`config.mk`:
```
export PLATFORM = sky130hd
export DESIGN_NAME = mem_port_sched
export DESIGN_NICKNAME = d
export VERILOG_FILES = /design/src/rtl/mem_port_sched.sv
export SDC_FILE = /design/constraint.sdc
export NUM_CORES = 1
export LEC_CHECK = 0
export ABC_AREA = 1
export BUFFER_PORTS_ARGS = -buffer_cell sky130_fd_sc_hd__buf_2
export CAP_MARGIN = 20
export CORE_ASPECT_RATIO = 0.7
export CORE_MARGIN = 1.5
export CORE_UTILIZATION = 48
export CTS_CLUSTER_DIAMETER = 120
export DETAILED_ROUTE_END_ITERATION = 7
export PLACE_DENSITY = 0.8
export SLEW_MARGIN = 20
export SYNTH_ARGS = -nofsm -noshare
export SYNTH_HDL_FRONTEND = slang
export SYNTH_SLANG_ARGS = --single-unit
```
`constraint.sdc`:
```
create_clock -name clk -period 2.27 [get_ports clk]
set_clock_uncertainty 0.1 [all_clocks]
set_input_delay 0.681 -clock clk [delete_from_list [all_inputs] [get_ports clk]]
set_output_delay 0.681 -clock clk [all_outputs]
set_load 0.005 [all_outputs]
```
`src/rtl/mem_port_sched.sv`:
```
// Single-port memory scheduler: arbitrates one data access and one instruction fetch
// onto a shared memory with fixed latency and freezes the pipeline until both are served.
module mem_port_sched #(
  parameter int MEM_LAT = 2,
  parameter int AW      = 16,
  parameter int DW      = 16
) (
  input  logic          clk,
  input  logic          rst_n,
  input  logic          if_req,
  input  logic [AW-1:0] if_addr,
  input  logic          d_we,
  input  logic          d_rd,
  input  logic [AW-1:0] d_addr,
  input  logic [DW-1:0] d_wdata,
  output logic          mem_en,
  output logic          mem_we,
  output logic [AW-1:0] mem_addr,
  output logic [DW-1:0] mem_wdata,
  input  logic [DW-1:0] mem_rdata,
  output logic [DW-1:0] if_rdata,
  output logic          if_done,
  output logic [DW-1:0] ld_rdata,
  output logic          d_done,
  output logic          stall,
  output logic          busy
);

  typedef enum logic [1:0] {
    IDLE  = 2'd0,
    DWAIT = 2'd1,
    IWAIT = 2'd2
  } state_e;

  localparam logic [3:0] LAT = 4'(MEM_LAT);

  state_e        state_q, state_d;
  logic [3:0]    cnt_q, cnt_d;
  logic          d_served_q, d_served_d;
  logic          i_served_q, i_served_d;
  logic          mem_en_q, mem_en_d;
  logic          mem_we_q, mem_we_d;
  logic [AW-1:0] mem_addr_q, mem_addr_d;
  logic [DW-1:0] mem_wdata_q, mem_wdata_d;
  logic [DW-1:0] if_rdata_q, if_rdata_d;
  logic [DW-1:0] ld_rdata_q, ld_rdata_d;

  logic dreq, d_pend, i_pend, d_cmpl, i_cmpl, stall_c;

  assign dreq    = d_we | d_rd;
  assign d_pend  = dreq & ~d_served_q;
  assign i_pend  = if_req & ~i_served_q;
  assign d_cmpl  = (state_q == DWAIT) && (cnt_q == 4'd0);
  assign i_cmpl  = (state_q == IWAIT) && (cnt_q == 4'd0);
  assign stall_c = (d_pend & ~d_cmpl) | (i_pend & ~i_cmpl);

  always_ff @(posedge clk or negedge rst_n) begin
    if (!rst_n) begin
      state_q <= IDLE;
    end else begin
      state_q <= state_d;
    end
  end

  // Data access always wins arbitration in IDLE.
  always_comb begin
    state_d = state_q;
    case (state_q)
      IDLE: begin
        if (d_pend) begin
          state_d = DWAIT;
        end else if (i_pend) begin
          state_d = IWAIT;
        end else begin
          state_d = IDLE;
        end
      end
      DWAIT: begin
        if (cnt_q == 4'd0) begin
          state_d = IDLE;
        end else begin
          state_d = DWAIT;
        end
      end
      IWAIT: begin
        if (cnt_q == 4'd0) begin
          state_d = IDLE;
        end else begin
          state_d = IWAIT;
        end
      end
      default: state_d = IDLE;
    endcase
  end

  always_comb begin
    cnt_d       = cnt_q;
    mem_en_d    = 1'b0;
    mem_we_d    = mem_we_q;
    mem_addr_d  = mem_addr_q;
    mem_wdata_d = mem_wdata_q;
    if_rdata_d  = if_rdata_q;
    ld_rdata_d  = ld_rdata_q;
    case (state_q)
      IDLE: begin
        if (d_pend) begin
          cnt_d       = LAT;
          mem_en_d    = 1'b1;
          mem_we_d    = d_we;
          mem_addr_d  = d_addr;
          mem_wdata_d = d_wdata;
        end else if (i_pend) begin
          cnt_d      = LAT;
          mem_en_d   = 1'b1;
          mem_we_d   = 1'b0;
          mem_addr_d = if_addr;
        end else begin
          cnt_d = cnt_q;
        end
      end
      DWAIT: begin
        if (cnt_q != 4'd0) begin
          cnt_d = cnt_q - 4'd1;
        end else if (!mem_we_q) begin
          ld_rdata_d = mem_rdata;
        end else begin
          ld_rdata_d = ld_rdata_q;
        end
      end
      IWAIT: begin
        if (cnt_q != 4'd0) begin
          cnt_d = cnt_q - 4'd1;
        end else begin
          if_rdata_d = mem_rdata;
        end
      end
      default: cnt_d = 4'd0;
    endcase
    // An unstalled edge advances the pipeline, so served history is discarded.
    if (stall_c) begin
      d_served_d = d_served_q | d_cmpl;
      i_served_d = i_served_q | i_cmpl;
    end else begin
      d_served_d = 1'b0;
      i_served_d = 1'b0;
    end
  end

  always_ff @(posedge clk or negedge rst_n) begin
    if (!rst_n) begin
      cnt_q       <= 4'd0;
      d_served_q  <= 1'b0;
      i_served_q  <= 1'b0;
      mem_en_q    <= 1'b0;
      mem_we_q    <= 1'b0;
      mem_addr_q  <= '0;
      mem_wdata_q <= '0;
      if_rdata_q  <= '0;
      ld_rdata_q  <= '0;
    end else begin
      cnt_q       <= cnt_d;
      d_served_q  <= d_served_d;
      i_served_q  <= i_served_d;
      mem_en_q    <= mem_en_d;
      mem_we_q    <= mem_we_d;
      mem_addr_q  <= mem_addr_d;
      mem_wdata_q <= mem_wdata_d;
      if_rdata_q  <= if_rdata_d;
      ld_rdata_q  <= ld_rdata_d;
    end
  end

  assign mem_en    = mem_en_q;
  assign mem_we    = mem_we_q;
  assign mem_addr  = mem_addr_q;
  assign mem_wdata = mem_wdata_q;
  assign if_rdata  = if_rdata_q;
  assign ld_rdata  = ld_rdata_q;
  assign d_done    = d_cmpl;
  assign if_done   = i_cmpl;
  assign stall     = stall_c;
  assign busy      = (state_q != IDLE);

endmodule
```
After elaboration in Yosys (flattened, before gate mapping)
Cells that the tools add are included.
{"block": "totals", "ff_bits": 74, "inputBits": 69, "out_inout_bits": 70, "wordCells": 60}
{"block": "classes", "addsub": 1, "n_eq_ne": 4, "n_mux": 18, "bitwise_logic": 14, "reduce_logical": 13}
{"cell": "$mux 16", "n": 2}
{"cell": "$mux 4", "n": 3}
{"cell": "$mux 1", "n": 8}
{"cell": "$pmux 4 s2", "n": 1}
{"cell": "$reduce_and 2->1", "n": 4}
{"cell": "$mux 2", "n": 3}
{"cell": "$not 1->1", "n": 6}
{"cell": "$pmux 2 s3", "n": 1}
{"cell": "$and 1x1->1", "n": 4}
{"cell": "$logic_not 4->1", "n": 1}
{"cell": "$or 1x1->1", "n": 4}
{"cell": "$reduce_bool 2->1", "n": 2}
{"cell": "$reduce_bool 4->1", "n": 1}
{"cell": "$sub 4x1->4 const B", "n": 1}
{"cell": "$ne 3x3->1 const B", "n": 1}
{"cell": "$reduce_and 3->1", "n": 1}
{"cell": "$eq 2x1->1 const B", "n": 1}
{"cell": "$eq 2x2->1 const B", "n": 1}
{"cell": "$logic_and 1x1->1", "n": 2}
{"cell": "$logic_not 2->1", "n": 1}
{"cell": "$ne 2x1->1 const B", "n": 1}
{"cell": "$reduce_or 2->1", "n": 1}

Depth between registers and ports, before layout
{"block": "depth", "word_depth": 6, "mapped_depth": 8, "mapped_depth_nobuf": 8}

Worst setup path before layout
No wires, ideal clock.
{"block": "synth_path", "path_kind": "input to output", "startpoint": "input port d_rd", "endpoint": "output port stall", "t_arrival_ns": 1.254, "required_time_ns": 1.489, "setup_slack_ns": 0.235, "stages": 5, "path_buffers": 1, "path_cell_list": "nor2_2 nor2_8 buf_2 nand2_1 nand2_1"}
{"block": "synth_between", "elab_chain_len": 4}
{"item": "start: declaration", "line": "13", "text": "input logic d_rd,"}
{"item": "$or 1x1->1", "line": "50", "text": "assign dreq = d_we | d_rd;"}
{"item": "$and 1x1->1", "line": "51", "text": "assign d_pend = dreq & ~d_served_q;"}
{"item": "$and 1x1->1", "line": "55", "text": "assign stall_c = (d_pend & ~d_cmpl) | (i_pend & ~i_cmpl);"}
{"item": "$or 1x1->1", "line": "55"}
{"item": "end: declaration", "line": "25", "text": "output logic stall,"}
No other way between the ends.

Final worst setup path
{"block": "layout_path", "startpoint": "register cnt_q[0]", "endpoint": "output port stall"}
{"block": "layout_between", "elab_chain_len": 5, "elab_cells_between_ends": 8, "classes_between": "bitwise: 5; reduce/logical: 3"}
{"item": "start: declaration", "line": "38", "text": "logic [3:0] cnt_q, cnt_d;"}
{"item": "start signal: assignment", "line": "161", "text": "cnt_q <= cnt_d;"}
{"item": "$logic_not 4->1 *", "line": "53, 54"}
{"item": "$logic_and 1x1->1 (on tied branches)", "line": "53, 54"}
{"item": "$not 1->1", "line": "55"}
{"item": "$and 1x1->1", "line": "55"}
{"item": "$or 1x1->1 *", "line": "55"}
Mark *: on every way between the ends. The rest lies on a longest branch, timed or not.

==> impl_metrics.json <==
{
  "status": "complete, but fails checks",
  "violations": "setup timing",
  "syn_to_final_growth_pct": 34.0,
  "endpoint": "stall",
  "holdBufCountCts": 0,
  "max_freq_ghz": 0.436,
  "grt_antenna_before_repair": 0,
  "die_x_microns": 103,
  "die-area_sq_um": 7530,
  "vias_per_cell": 4.80,
  "synth_area_sq_um": 3370,
  "required_ns": 1.49,
  "r2r_end": "cnt_q[3]",
  "power_frac_seq": 0.362,
  "io_pins": 139,
  "nNetsFinal": 625,
  "vias": 3117,
  "row_count": 25,
  "placed_cells_incl_taps": 616,
  "grt_use_total": 0.234,
  "htree_levels": 3,
  "gp_congestion": 0.838,
  "power.switching_mw": 2.54,
  "swShare": 0.398,
  "cts.sink_count": 74,
  "start_util": 0.498,
  "reg2reg_depth": 15,
  "clkTransAtPathRegs_ns": 0.08,
  "final_max_slew_viol_count": 0,
  "port_buffers": 138,
  "worstPathMaxFanout": 4,
  "cts_root_buffer": "clkbuf_8",
  "synthesis.nets": 470,
  "hold_viol_final": 0,
  "post-route-period-util": 1.01,
  "fin_ws_ns": -0.0261,
  "timing.rr.start": "cnt_q[0]",
  "grt_remaining_overflow": 0,
  "clock_latency_ns": 0.34,
  "antennaDiodeCount": 0,
  "yosys.area.top_type": "dfrtp_1",
  "startpoint": "cnt_q[0]",
  "fin_cells": 649,
  "start_kind": "flip-flop",
  "synth_top_area_share": 0.550,
  "powerDensity_nw_per_um2": 1420,
  "critPathCaptureType": "output pin",
  "ys.flop_type": "dfrtp_1",
  "avgRoutedWirePerCell_microns": 13.3,
  "setup_violations": 1,
  "yosys-top-cells-count": "nand2_1 (171), dfrtp_1 (74), nand3_1 (35)",
  "yosysSeqAreaShare": 0.550,
  "slew_headroom": 0.664,
  "async_flop_share": 1.00,
  "drc_errors": 0,
  "wirelength_microns": 8630,
  "maxCapViolations": 0,
  "fp.dieH_microns": 73.1,
  "grt_pass1_wl_microns": 13600,
  "numCtsBuffers": 9,
  "rsz0062_at_grt": "true",
  "cts_tree": "done",
  "r2r_slack_ns": 0.14,
  "intPower_mw": 3.85,
  "synthesis.yosys.warnings": 0,
  "pwr-share-clk": 0.175,
  "synth_edf_count": 0,
  "ys_ff_latch": 74,
  "critPathArrivalTime_ns": 1.52,
  "min_path_type": "input pin to async pin",
  "tightest_slew_ns": 0.504,
  "ys_top_cells_by_area": "dfrtp_1 (55%), nand2_1 (19%), nand3_1 (5.2%)",
  "peakVddDrop_mv": 0.800,
  "dp_hpwl_microns": 5920,
  "post-place-ws_ns": 0.170,
  "post-route-min-period_ns": 2.30,
  "postSynthCellCount": 395,
  "core_sq_um": 6760,
  "p_leak_nw": 2.64,
  "power_mw": 6.39,
  "ant_nets": 0,
  "worstSetupPathType": "flip-flop to output pin",
  "syn-mean-instance-area_sq_um": 8.52,
  "power.share.combinational": 0.463,
  "drive_gt1_frac": 0.378,
  "grt_max_degree": 40,
  "grt_pass1_vias": 2954,
  "synth_most_common_cell": "nand2_1",
  "drt_first_pass_iters": 4,
  "dr.first_iter.drc_count": 110,
  "clk_path_buf_depth": 2,
  "ys_types": 19
}
## logic make-up (layout without fill, tap and decap cells)
logic type	after synthesis	count (layout)	synth area share
simple gates	230	230	0.287
fa+ha+maj	6	6	0.0223
buf+inv	48	208	0.0713
compound gates	37	37	0.0695
flops	74	74	0.550
## final cells by class
type	instances	area (sq um)
clock buffers	10	128
clock inverters	6	90.1
fillers	564	2250
inverters	31	119
multi-input cells	273	1330
flip-flops and latches	74	1850
well taps	94	118
repair buffers	161	878
## registers in the layout, summed over array words and instances, names as in the netlist
signal	count
mem_en	1
if_rdata	16
state_q	2
mem_addr	16
d_served_q	1
cnt_q	4
ld_rdata	16
mem_wdata	16
i_served_q	1
mem_we	1
## worst min path at each step
stage                  from            to  slack [ns]  cells after the start
3_3_place_gp   mem_wdata[3]  mem_wdata[3]        0.35                      2
2_1_floorplan         rst_n      cnt_q[0]        0.29                      0
3_5_place_dp   mem_wdata[5]  mem_wdata[5]        0.36                      2
6_report              rst_n   if_rdata[4]        0.20                      1
5_1_grt               rst_n   if_rdata[4]        0.22                      1
4_1_cts               rst_n   if_rdata[4]        0.22                      1
## worst max-delay path: stages, from the launching register on
cell and delay [ns]:
dfrtp_1 0.41, inv_2 0.09, ha_4 0.16, nand2_4 0.05, nor2_4 0.13, nand2_4 0.09
nand2_4 0.08, nand2_2 0.04, buf_2 0.12
## layout by cell type (no fill, tap or decap), types with 2 or more instances in the layout
cell type  instances
nand2_1          167
buf_2            137
dfrtp_1           73
nand3_1           35
inv_1             27
buf_4             23
o21ai_0           16
o21ai_2           13
nor2_1            13
clkbuf_8           9
nand2_4            7
ha_1               5
a21oi_1            4
o21ai_1            4
inv_2              3
nand2_2            3
nor2_2             2
nor2_4             2
bufinv_16          2
## stage by stage
| step | area, sq um | util | TNS, ns | hold slack (ns) |
|---|---|---|---|---|
| finish | 4510 | 0.668 | -0.0261 | 0.205 |
| detailed placement | 4110 | 0.609 | 0 | 0.357 |
| global placement | 4110 | 0.609 | 0 | 0.349 |
| global route | 4510 | 0.668 | -0.123 | 0.222 |
| floorplan | 3370 | - | 0 | 0.285 |
| CTS | 4480 | 0.663 | -0.00399 | 0.217 |
## metal layers
metal / track usage / part of all wire / vias to the layer above
met5: 0 / 0 / -
met4: 0.0661 / 0.0079 / 0
li1: - / - / 1536
met1: 0.300 / 0.44 / 1464
met2: 0.396 / 0.49 / 108
met3: 0.0613 / 0.062 / 9
## timing repair
item | in CTS | in global routing
endpoints found under the setup margin | 2 | 3
pin swaps | 7 | 4
hold endpoints to repair | 0 | 0
gates resized for setup | 13 | 3
buffers inserted | 14 | 3
## power groups by stage
stage	registers, mW	clock network, mW	logic, mW
2_1_floorplan	2.37	0	1.60
3_3_place_gp	2.32	0	2.57
3_5_place_dp	2.34	0	2.67
4_1_cts	2.31	1.13	2.92
5_1_grt	2.39	1.20	3.36
6_report	2.32	1.12	2.96
Power figures use the tool's default switching activity.
